===== config.mk =====
export PLATFORM = sky130hd
export DESIGN_NAME = imem_loader_ctrl
export DESIGN_NICKNAME = d
export VERILOG_FILES = /design/src/rtl/imem_loader_pkg.sv /design/src/rtl/imem_loader_ctrl_word_assembler.sv /design/src/rtl/imem_loader_ctrl.sv
export SDC_FILE = /design/constraint.sdc
export NUM_CORES = 1
export LEC_CHECK = 0
export ABC_CLOCK_PERIOD_IN_PS = 2600
export CORE_MARGIN = 5
export CORE_UTILIZATION = 35
export CTS_CLUSTER_SIZE = 28
export DETAILED_ROUTE_END_ITERATION = 16
export PLACE_DENSITY = 0.83
export SETUP_SLACK_MARGIN = 0.02
export SLEW_MARGIN = 20
export SYNTH_ARGS = -nofsm -noshare
export SYNTH_HDL_FRONTEND = slang
export SYNTH_HIERARCHICAL = 1
export SYNTH_SLANG_ARGS = --single-unit

===== constraint.sdc =====
create_clock -name clk -period 2.6 [get_ports clk]
set_input_delay 0.52 -clock clk [delete_from_list [all_inputs] [get_ports clk]]
set_output_delay 0.52 -clock clk [all_outputs]
set_load 0.01 [all_outputs]

===== src/rtl/imem_loader_pkg.sv =====
// Shared types and constants for the instruction-memory boot loader.
package imem_loader_pkg;

    typedef enum logic [1:0] {
        LOAD,
        DRAIN,
        RUN,
        ERR
    } state_e;

    localparam logic [31:0] NOP_INSTR = 32'hE1A00000;

endpackage


===== src/rtl/imem_loader_ctrl_word_assembler.sv =====
// Packs an accepted byte stream little-endian into 32-bit words; word_valid_o
// pulses combinationally with the handshake of the lane-3 byte.
module word_assembler (
    input  logic        clk,
    input  logic        reset,
    input  logic        clear_i,
    input  logic        byte_valid_i,
    input  logic [7:0]  byte_i,
    output logic        word_valid_o,
    output logic [31:0] word_o
);

    logic [1:0]  lane_q, lane_d;
    logic [23:0] pack_q, pack_d;

    // Bytes shift in from the top so lane 0 ends up in bits [7:0].
    always_comb begin
        lane_d = lane_q;
        pack_d = pack_q;
        if (clear_i) begin
            lane_d = '0;
            pack_d = '0;
        end else if (byte_valid_i) begin
            lane_d = lane_q + 2'd1;
            pack_d = {byte_i, pack_q[23:8]};
        end
    end

    always_ff @(posedge clk) begin
        if (reset) begin
            lane_q <= '0;
            pack_q <= '0;
        end else begin
            lane_q <= lane_d;
            pack_q <= pack_d;
        end
    end

    assign word_valid_o = byte_valid_i && (lane_q == 2'd3);
    assign word_o       = {byte_i, pack_q};

endmodule


===== src/rtl/imem_loader_ctrl.sv =====
// Boot-load controller: packs loader bytes into instruction memory, holds the
// core in reset until the image is complete. Optional: IMEM_LOADER_CHECKSUM_EN.
module imem_loader_ctrl
    import imem_loader_pkg::*;
#(
    parameter int unsigned WORDS = 32,
    parameter int unsigned AW    = $clog2(WORDS),
    parameter logic [31:0] NOP   = NOP_INSTR
) (
    input  logic          clk,
    input  logic          reset,
    input  logic [7:0]    in_data,
    input  logic          in_valid,
    output logic          in_ready,
    input  logic          load_done,
    input  logic          reload,
    output logic          mem_we,
    output logic [AW-1:0] mem_waddr,
    output logic [31:0]   mem_wdata,
    input  logic [31:0]   cpu_addr,
    output logic [AW-1:0] mem_raddr,
    input  logic [31:0]   mem_rdata,
    output logic [31:0]   instr,
    output logic          cpu_reset,
    output logic [AW:0]   words_loaded,
    output logic          err
);

`ifdef IMEM_LOADER_CHECKSUM_EN
    localparam logic [AW:0] FINAL_IDX = (AW+1)'(WORDS);
`else
    localparam logic [AW:0] FINAL_IDX = (AW+1)'(WORDS - 1);
`endif
    localparam logic [AW:0] CNT_ONE = (AW+1)'(1);

    state_e        state_q, state_d;
    logic          mem_we_q, mem_we_d;
    logic [AW-1:0] waddr_q, waddr_d;
    logic [31:0]   wdata_q, wdata_d;
    logic [AW:0]   count_q, count_d;
    logic          cpu_reset_q;

    logic          accept;
    logic          word_valid;
    logic [31:0]   word;
    logic          word_is_final;
    logic          word_is_cks;
    logic          cks_bad;
    logic          reload_go;
    logic          asm_clear;
    logic          unused_addr_bits;

    assign accept        = in_valid && in_ready;
    assign word_is_final = (count_q == FINAL_IDX);
    assign reload_go     = reload && ((state_q == RUN) || (state_q == ERR));
    assign asm_clear     = reload_go || ((state_q == LOAD) && (state_d != LOAD));

    word_assembler u_asm (
        .clk          (clk),
        .reset        (reset),
        .clear_i      (asm_clear),
        .byte_valid_i (accept),
        .byte_i       (in_data),
        .word_valid_o (word_valid),
        .word_o       (word)
    );

    always_comb begin
        state_d = state_q;
        case (state_q)
            LOAD:     if (load_done || (word_valid && word_is_final)) state_d = DRAIN;
            DRAIN:    state_d = cks_bad ? ERR : RUN;
            RUN, ERR: if (reload) state_d = LOAD;
            default:  state_d = LOAD;
        endcase
    end

    // Write register: a completed word is written the cycle after its last byte.
    always_comb begin
        mem_we_d = 1'b0;
        waddr_d  = waddr_q;
        wdata_d  = wdata_q;
        count_d  = count_q;
        if (reload_go) begin
            count_d = '0;
        end else if (word_valid && !word_is_cks) begin
            mem_we_d = 1'b1;
            waddr_d  = count_q[AW-1:0];
            wdata_d  = word;
            count_d  = count_q + CNT_ONE;
        end
    end

    always_ff @(posedge clk) begin
        if (reset) begin
            state_q     <= LOAD;
            mem_we_q    <= 1'b0;
            waddr_q     <= '0;
            wdata_q     <= '0;
            count_q     <= '0;
            cpu_reset_q <= 1'b1;
        end else begin
            state_q     <= state_d;
            mem_we_q    <= mem_we_d;
            waddr_q     <= waddr_d;
            wdata_q     <= wdata_d;
            count_q     <= count_d;
            cpu_reset_q <= (state_d != RUN);
        end
    end

`ifdef IMEM_LOADER_CHECKSUM_EN
    logic [31:0] sum_q, sum_d;
    logic [31:0] cks_q, cks_d;
    logic        cks_seen_q, cks_seen_d;
    logic        err_q;

    assign word_is_cks = word_is_final;
    // An image cut short by load_done never sees its checksum and is trusted.
    assign cks_bad     = cks_seen_q && (sum_q != cks_q);

    always_comb begin
        sum_d      = sum_q;
        cks_d      = cks_q;
        cks_seen_d = cks_seen_q;
        if (reload_go) begin
            sum_d      = '0;
            cks_seen_d = 1'b0;
        end else if (word_valid) begin
            if (word_is_cks) begin
                cks_d      = word;
                cks_seen_d = 1'b1;
            end else begin
                sum_d = sum_q + word;
            end
        end
    end

    always_ff @(posedge clk) begin
        if (reset) begin
            sum_q      <= '0;
            cks_q      <= '0;
            cks_seen_q <= 1'b0;
            err_q      <= 1'b0;
        end else begin
            sum_q      <= sum_d;
            cks_q      <= cks_d;
            cks_seen_q <= cks_seen_d;
            err_q      <= (state_d == ERR);
        end
    end

    assign err = err_q;
`else
    assign word_is_cks = 1'b0;
    assign cks_bad     = 1'b0;
    assign err         = 1'b0;
`endif

    assign unused_addr_bits = ^{cpu_addr[31:AW+2], cpu_addr[1:0]};

    assign in_ready     = (state_q == LOAD);
    assign mem_we       = mem_we_q;
    assign mem_waddr    = waddr_q;
    assign mem_wdata    = wdata_q;
    assign mem_raddr    = cpu_addr[AW+1:2];
    assign instr        = (state_q == RUN) ? mem_rdata : NOP;
    assign cpu_reset    = cpu_reset_q;
    assign words_loaded = count_q;

endmodule


== Yosys cells after proc, flatten, opt, wreduce, memory -nomap -nowiden ==
Cells that the tools add are included.
Widths: inputs -> output; s select.
Storage, ports and cells
  register bits: 73
  input bits: 77
  output and inout port bits: 84
  logic and storage cells: 36
Operators by class
  add/subtract/negate cells: 2
  eq/ne operators: 6
  muxes and demuxes: 5
  bitwise operators: 1
  reduce and logical (&&, ||, !) cells: 14
Operators with widths (count)
  $mux 32: 1
  $add 6x1->6 const B: 1
  $eq 2x2->1 const B: 3
  $eq 6x5->1 const B: 1
  $pmux 2 s3: 1
  $reduce_or 2->1: 3
  $logic_and 1x1->1: 5
  $mux 2: 2
  $logic_or 1x1->1: 3
  $add 2x1->2 const B: 1
  $eq 2x1->1 const B: 1
  $logic_not 2->1: 1
  $ne 2x2->1 const B: 1
  $reduce_and 2->1: 1
  $reduce_bool 2->1: 1
  $mux 1: 1
  $not 1->1: 1

== Logic depth before layout (Yosys ltp) ==
Gate-level depths: netlist of run 1.
  depth in word-level cells: 11
  mapped depth: 14

== By module ==
Netlist of run 1, hierarchy kept.
By module, submodules not included
  imem_loader_ctrl: times used 1, cells each 251, area an instance 1993.2 sq um, sequential area each 940.9 sq um
  word_assembler: times used 1, cells each 95, area an instance 1039.7 sq um, sequential area each 520.5 sq um

== Least setup slack after synthesis of run 1 ==
No wires, ideal clock.
  kind: reg-to-reg
  start point: register state_q[1]
  end point: register u_asm.lane_q[0]
  data arrival time: 2.502 ns
  data required time: 2.485 ns
  path slack: -0.017 ns
  cell stages (with the launch flop): 15
  path buffers: 6
  clock period less this slack: 2.617 ns
  cells stage by stage: dfxtp_1 > buf_2 > nor2_1 > and2_1 > buf_6 > buf_6 > and2_1 > buf_4 > nand4_2 > or4_4 > nand3_1 > or2_1 > buf_6 > buf_8 > nor2_1
Between the ends
  cells in the longest elaborated chain, start to end: 11
  elaborated cells on any way between the ends: 18
  those cells by class: eq/ne (3); mux (3); reduce/logical (12)
Ends and longest elaborated chain
  from (decl): line imem_loader_ctrl.sv:36  | state_e state_q, state_d;
  from (signal assigned): line imem_loader_ctrl.sv:103  | state_q <= state_d;
  $logic_not 2->1: line imem_loader_ctrl.sv:162  | assign in_ready = (state_q == LOAD);
  named net in_ready: line imem_loader_ctrl.sv:14  | output logic in_ready,
  $logic_and 1x1->1: line imem_loader_ctrl.sv:53  | assign accept = in_valid && in_ready;
  named net accept: line imem_loader_ctrl.sv:43  | logic accept;
  $logic_and 1x1->1: line imem_loader_ctrl_word_assembler.sv:39  | assign word_valid_o = byte_valid_i && (lane_q == 2'd3);
  named net word_valid: line imem_loader_ctrl.sv:44  | logic word_valid;
  $logic_and 1x1->1: line imem_loader_ctrl.sv:71  | LOAD: if (load_done || (word_valid && word_is_final)) state_d = DRAIN;
  $logic_or 1x1->1: line imem_loader_ctrl.sv:71
  $mux 2: line imem_loader_ctrl.sv:71
  $pmux 2 s3: line imem_loader_ctrl.sv:70  | case (state_q)
  $reduce_bool 2->1: line imem_loader_ctrl.sv:56  | assign asm_clear = reload_go || ((state_q == LOAD) && (state_d != LOAD));
  $logic_and 1x1->1: line imem_loader_ctrl.sv:56
  $logic_or 1x1->1: line imem_loader_ctrl.sv:56
  named net asm_clear: line imem_loader_ctrl.sv:50  | logic asm_clear;
  $reduce_or 2->1 (no source line)
  to (signal assigned): line imem_loader_ctrl_word_assembler.sv:34  | lane_q <= lane_d;
  to (decl): line imem_loader_ctrl_word_assembler.sv:13  | logic [1:0] lane_q, lane_d;
The timed path passes the listed nets, and every way through them passes these cells.
A chain may end at the register's enable or synchronous reset.

== Worst setup path after layout of run 1 ==
  start point: register state_q[1]
  end point: output instr[25]
Between the ends
  cells in the longest elaborated chain, start to end: 2
Ends and longest elaborated chain
  $eq 2x2->1: line imem_loader_ctrl.sv:167  | assign instr = (state_q == RUN) ? mem_rdata : NOP;
  $mux 32: line imem_loader_ctrl.sv:167
  to (decl): line imem_loader_ctrl.sv:23  | output logic [31:0] instr,
No other way between the ends.

==> flow_summary.json, run 1 <==
{
  "slowest_delay_ns": 0.55,
  "setup_tns_ns": 0,
  "grt.overflow.total": 0,
  "grt_max_degree": 39,
  "syn_area_per_cell_um2": 8.77,
  "netlist_instances": 346,
  "skew_ns": 0.0104,
  "critPathKind": "reg2out",
  "crit_fanout": 32,
  "drcViolationCount": 0,
  "yosysTopAreaCellShare_pct": 48.2,
  "hold_violations": 0,
  "maxCapViolations": 0,
  "die_h_um": 103,
  "min_path_type": "reg2reg",
  "rows": 34,
  "ys_ff_latch": 73,
  "clock_latency_ns": 0.34,
  "endpoint_kind": "primary output",
  "required_ns": 2.08,
  "place_congestion": 0.735,
  "synth_seq_area_share_pct": 48.2,
  "finish.instance_area_um2": 4400,
  "fillers": 777,
  "p_leak_nw": 1.58,
  "area_delta_synth_final_pct": 44.9,
  "power_density_nw_per_um2": 518,
  "num_vias": 2608,
  "drtIter0Drc": 78,
  "max_slew_margin_pct": 50.1,
  "place_area_um2": 4200,
  "min_period_over_period_pct": 95.0,
  "yosys.cell_types.count": 32,
  "tightest_slew_ns": 0.748,
  "n_antenna_cell": 0,
  "grt_setup_unrepaired": "no",
  "drive_above_1_share_pct": 6.62,
  "syn_area_um2": 3030,
  "ir_drop_v": 0.000409,
  "final_nets": 529,
  "slew_violations": 0,
  "cts_sinks": 73,
  "synthTopCellsByArea": "dfxtp_1 48%, nand2_1 9.7%, mux2i_1 8.6%",
  "cp.arrival_ns": 1.95,
  "grt_pass1_wl_mm": 12.0,
  "coreArea_um2": 8590,
  "first_pass_iters": 4,
  "antenna_found_initial": 0,
  "htreeDepth": 3,
  "yosys_warnings": 6,
  "cts_tree": "done",
  "viasPerCell": 4.65,
  "max-clock-path-buffers": 2,
  "antenna_left": 0,
  "grt_pass1_vias": 2434,
  "period_minus_slack_ns": 2.47,
  "io_buffers": 122,
  "wirelength_mm": 7.98,
  "crit_slowest_cell": "clkdlybuf4s50_1",
  "setup_viol_count_final": 0,
  "ctsHoldBuffers": 0,
  "crit_chain": "and2b_1, buf_4, and2_1, clkdlybuf4s50_1",
  "synth_top_area_cell": "dfxtp_1",
  "die_area_um2": 10600,
  "critPathLaunchType": "register",
  "fp.dieW_um": 103,
  "root_buffer": "clkbuf_8",
  "wl_per_cell_um": 14.2,
  "grt_use_total_pct": 14.6,
  "floorplan.initialDensity_pct": 35.3,
  "numCtsBuffers": 9,
  "dp_hpwl_mm": 6.09,
  "ios": 161,
  "fmax_mhz": 405,
  "status": "finished, final reports clean",
  "syn_nets": 425,
  "path_clk_slew_ns": 0.07
}
-- cells in the mapped netlist --
library cell	number
nand2_1	78
dfxtp_1	73
a21oi_1	38
nor2_1	33
and2_1	28
mux2i_1	26
buf_4	18
clkbuf_1	8
nand2b_1	8
buf_2	4
buf_6	4
xor2_1	3
buf_8	2
ha_1	2
nand4_1	2
nor2b_1	2
xnor2_1	2
a21bo_2	1
a21boi_4	1
a31oi_2	1
and2b_1	1
buf_1	1
conb_1	1
nand3_1	1
nand3b_1	1
nand4_2	1
nor2_2	1
o21ai_0	1
o21bai_1	1
or2_1	1
or3_2	1
or4_4	1
-- path summary, 6_finish.rpt --
| check | start | endpoint | slack, ns | cells past startpoint |
|---|---|---|---|---|
| min reg2reg | mem_wdata[1] | mem_wdata[1] | 0.45 | 2 |
| max reg2reg | state_q[1] | u_asm/pack_q[9] | 0.47 | 9 |
| min | mem_wdata[1] | mem_wdata[1] | 0.45 | 2 |
| max | state_q[1] | instr[25] | 0.13 | 4 |
-- cell type report --
cell class | count | area [µm²] | area share, %
timing repair buffer | 130 | 1290 | 29.4
multi-input combinational | 236 | 1310 | 29.8
clock buffer | 12 | 155 | 3.53
tap | 108 | 135 | 3.07
clock inverter | 2 | 38.8 | 0.882
sequential | 73 | 1460 | 33.3
-- per-stage QoR --
step | total power [mW] | setup slack (ns) | utilization [%] | std cells | hold slack [ns]
3_5_place_dp | 1.43 | 0.104 | 48.9 | 547 | 0.446
6_report | 2.27 | 0.129 | 51.2 | 561 | 0.453
2_1_floorplan | 1.32 | 0.0688 | - | 346 | 0.431
4_1_cts | 2.30 | 0.0953 | 51.2 | 561 | 0.456
5_1_grt | 2.38 | 0.0207 | 51.2 | 561 | 0.468
3_3_place_gp | 1.43 | 0.111 | 48.9 | 547 | 0.443
-- routing by layer --
metal  up-vias  wire, µm  global-route usage [%]
met5         -         0                       0
met4         0        75                    5.48
met3         9       860                    4.47
met2       106      3970                    26.0
met1      1190      3070                    16.2
li1       1303         -                       -
-- layout by cell type (no fill, tap or decap), types with 3 or more instances in the layout --
master           Yosys  routed
clkbuf_8             0      11
a21oi_1             38      38
nand2b_1             8       8
xor2_1               3       3
clkdlybuf4s50_1      0     122
dfxtp_1             73      72
buf_4               18       7
and2_1              28      28
nand2_1             78      78
nor2_1              33      32
mux2i_1             26      26
-- where the power goes --
part	internal, mW	switching [mW]	leakage, nW
sequential	1.13	0.0136	0.590
clock	0.487	0.383	0.0985
combinational	0.152	0.108	0.895
total	1.77	0.504	1.58
-- registers in the layout, indices dropped and copies added, names as in the netlist --
| name | count |
|---|---|
| mem_wdata | 32 |
| words_loaded | 6 |
| u_asm/lane_q | 2 |
| cpu_reset | 1 |
| mem_waddr | 5 |
| u_asm/pack_q | 24 |
| mem_we | 1 |
| state_q | 2 |
-- kinds of logic after synthesis --
group	after synthesis	share of synthesized area (%)
fa+ha+maj	2	0.825
buf+inv	37	8.70
other cells	1	0.124
flops	73	48.2
simple gates	159	24.1
xor+xnor	5	1.44
mux	26	8.58
compound gates	43	8.04
-- critical path: cells and delay by family (launching register included) --
kind | cells | cell delay, ns
buffers and inverters | 2 | 0.80
flip-flops | 1 | 0.43
AND/OR/NAND/NOR | 2 | 0.38
-- what timing repair did --
item	in CTS	in global routing
gates resized for setup	1	0
setup buffers	0	0
endpoints found under the setup margin	3	0
Power figures use the tool's default switching activity.
==> run 2, diff against run 1 <==
--- a/config.mk
+++ b/config.mk
@@ -8,7 +8,6 @@
 export ABC_CLOCK_PERIOD_IN_PS = 2600
 export CORE_MARGIN = 5
 export CORE_UTILIZATION = 35
-export CTS_CLUSTER_SIZE = 28
 export DETAILED_ROUTE_END_ITERATION = 16
 export PLACE_DENSITY = 0.83
 export SETUP_SLACK_MARGIN = 0.02
==> results of run 2 <==
Final layout, timing and power as in run 1 (identical DEF).
==> run 3, diff against run 2 <==
--- a/config.mk
+++ b/config.mk
@@ -5,11 +5,12 @@
 export SDC_FILE = /design/constraint.sdc
 export NUM_CORES = 1
 export LEC_CHECK = 0
+export ABC_AREA = 1
 export ABC_CLOCK_PERIOD_IN_PS = 2600
 export CORE_MARGIN = 5
-export CORE_UTILIZATION = 35
+export CORE_UTILIZATION = 36
 export DETAILED_ROUTE_END_ITERATION = 16
-export PLACE_DENSITY = 0.83
+export PLACE_DENSITY = 0.84
 export SETUP_SLACK_MARGIN = 0.02
 export SLEW_MARGIN = 20
 export SYNTH_ARGS = -nofsm -noshare
==> flow_summary.json, run 3 <==
{
  "place_ws_ns": 0.245,
  "seqPwrFrac_pct": 45.7,
  "critPathBufInv": 4,
  "max-clock-path-buffers": 2,
  "required_ns": 2.08,
  "slowest_delay_ns": 0.56,
  "cp_num_cells": 6,
  "final_common_cell": "nor2_1",
  "netlist_instances": 459,
  "rows": 34,
  "dp.cells": 661,
  "die_h_um": 104,
  "setup_tns_ns": 0,
  "dp_hpwl_mm": 6.09,
  "crit_family": "buffers and inverters",
  "drtIter0Drc": 164,
  "synth_commonest_cells": "162 x nor2_1, 73 x dfxtp_1, 65 x nand2_1",
  "yosys.cell_count.top_type": "nor2_1",
  "clock_latency_ns": 0.34,
  "drcViolationCount": 0,
  "grt_pass1_vias": 2912,
  "setup_viol_count_final": 0,
  "layout.cells.non_filler": 677,
  "final_cell_mix": "162 x nor2_1, 122 x clkdlybuf4s50_1, 73 x dfxtp_1",
  "antenna_left": 0,
  "netSwitchingFraction_pct": 23.6,
  "yosys.cell_types.count": 20,
  "yosysTopAreaCellShare_pct": 46.4,
  "grt.overflow.total": 0,
  "slew_violations": 0,
  "fin_util_pct": 52.9,
  "cts_tree": "done",
  "wl_per_cell_um": 12.2,
  "crit_slowest_cell": "clkdlybuf4s50_1",
  "fmax_mhz": 403,
  "power_switching_uw": 610,
  "cp.arrival_ns": 1.96,
  "grt_use_total_pct": 15.4,
  "antenna_found_initial": 0,
  "hold_violations": 0,
  "area_delta_synth_final_pct": 45.1,
  "io_buffers": 122,
  "reg2regPathDepth": 13,
  "fp.dieW_um": 104,
  "syn_nets": 538,
  "drive_above_1_share_pct": 5.98,
  "combinationalPowerShare_pct": 13.0,
  "status": "finished, final reports clean",
  "ir_drop_v": 0.000367,
  "path_clk_slew_ns": 0.07,
  "ys_ff_latch": 73,
  "n_antenna_cell": 0,
  "syn_area_per_cell_um2": 6.86,
  "power_density_nw_per_um2": 564,
  "crit_fanout": 20,
  "min_path_type": "reg2reg",
  "final_nets": 643,
  "maxCapViolations": 0,
  "crit_chain": "inv_1, nor2_1, inv_2, buf_4, nor2_1, clkdlybuf4s50_1",
  "layout_setup_ws_ns": 0.120,
  "intPower_mw": 1.97,
  "viasPerCell": 4.44,
  "first_pass_iters": 4,
  "floorplan.initialDensity_pct": 36.5,
  "wirelength_mm": 8.26,
  "cts_sinks": 73,
  "place_congestion": 0.812,
  "period_minus_slack_ns": 2.48,
  "endpoint_kind": "primary output",
  "coreArea_um2": 8640,
  "num_vias": 3007,
  "synth_seq_area_share_pct": 46.4,
  "synthTopCellsByArea": "dfxtp_1 46%, nor2_1 19%, nand2_1 7.7%",
  "synth_edf_count": 0,
  "die_area_um2": 10700,
  "cpMostUsedCell": "nor2_1",
  "syn_area_um2": 3150,
  "yosys_warnings": 6,
  "htreeDepth": 3,
  "critPathLaunchType": "register",
  "skew_ns": 0.0104,
  "grt_pass1_wl_mm": 13.8,
  "ios": 161,
  "numCtsBuffers": 9,
  "root_buffer": "clkbuf_8",
  "synthArstFlopShare_pct": 0,
  "tightest_slew_ns": 0.643,
  "clkPwrFrac_pct": 41.2,
  "synth_top_area_cell": "dfxtp_1",
  "critPathKind": "reg2out",
  "power_mw": 2.58,
  "hold_depth": 2,
  "grt_setup_unrepaired": "no",
  "max_slew_margin_pct": 57.1,
  "min_period_over_period_pct": 95.4,
  "p_leak_nw": 2.07,
  "grt_max_degree": 53,
  "ys.flop_type": "dfxtp_1",
  "ctsHoldBuffers": 0,
  "largest_reg_flops": 32
}
run 3: worst reg2reg max path: stages, from the launching register on:
cell,delay (ns)
dfxtp_1,0.34
nor3b_2,0.23
nand2_1,0.08
inv_1,0.08
nand2_1,0.09
nor2_1,0.14
nand2_1,0.07
nand2_1,0.06
nand2_1,0.08
nand2_1,0.12
nor2_4,0.05
buf_12,0.16
nand2_1,0.09
nor2_1,0.04
run 3: layer usage:
metal / part of all wire (%) / up-vias / track usage (%)
met2: 49 / 100 / 27.0
met5: 0 / - / 0
met1: 42 / 1346 / 17.1
met4: 1.2 / 0 / 3.66
met3: 8.0 / 10 / 6.59
li1: - / 1551 / -
run 3: cells by family (layout without fill, tap and decap cells):
kind of cell | after synthesis | count (layout) | share of synthesized area (%)
AOI/OAI and AO/OA | 43 | 43 | 6.83
xor gates and xnor gates | 2 | 2 | 0.556
adders and majority gates | 2 | 2 | 0.794
buffers and inverters | 97 | 207 | 15.3
DFF | 73 | 73 | 46.4
other | 1 | 1 | 0.119
and+or+nand+nor | 241 | 241 | 30.0
run 3: layout make-up:
| type | instances | area, µm² |
|---|---|---|
| Fill cell | 808 | 4070 |
| Sequential cell | 73 | 1460 |
| Timing Repair Buffer | 129 | 1290 |
| Multi-Input combinational cell | 289 | 1210 |
| Inverter | 62 | 233 |
| Tap cell | 108 | 135 |
| Clock buffer | 10 | 128 |
| Clock inverter | 6 | 115 |
run 3: path summary, 6_finish.rpt:
| kind | from | endpoint | slack, ns |
|---|---|---|---|
| worst max-delay path | state_q[1] | instr[9] | 0.12 |
| worst min-delay path | u_asm/pack_q[7] | u_asm/pack_q[7] | 0.47 |
| worst max register to register | state_q[1] | u_asm/pack_q[13] | 0.86 |
| worst min register to register | u_asm/pack_q[7] | u_asm/pack_q[7] | 0.47 |
run 3: timing repair:
action,in CTS,in global routing
setup buffers,0,0
gates resized for setup,0,1
endpoints found under the setup margin,0,17
run 3: power by group through the flow:
| stage | combinational, mW | sequential [mW] | clock, mW |
|---|---|---|---|
| after floorplan | 0.201 | 1.20 | 0 |
| after global placement | 0.328 | 1.20 | 0 |
| after detailed placement | 0.337 | 1.21 | 0 |
| after CTS | 0.340 | 1.18 | 1.09 |
| after global routing | 0.376 | 1.18 | 1.15 |
| final | 0.336 | 1.18 | 1.06 |
run 3: per-stage QoR:
step	area, µm²	hold slack, ns
floorplan	3150	0.450
global placement	4330	0.461
detailed placement	4330	0.465
CTS	4570	0.475
global route	4570	0.489
finish	4570	0.472
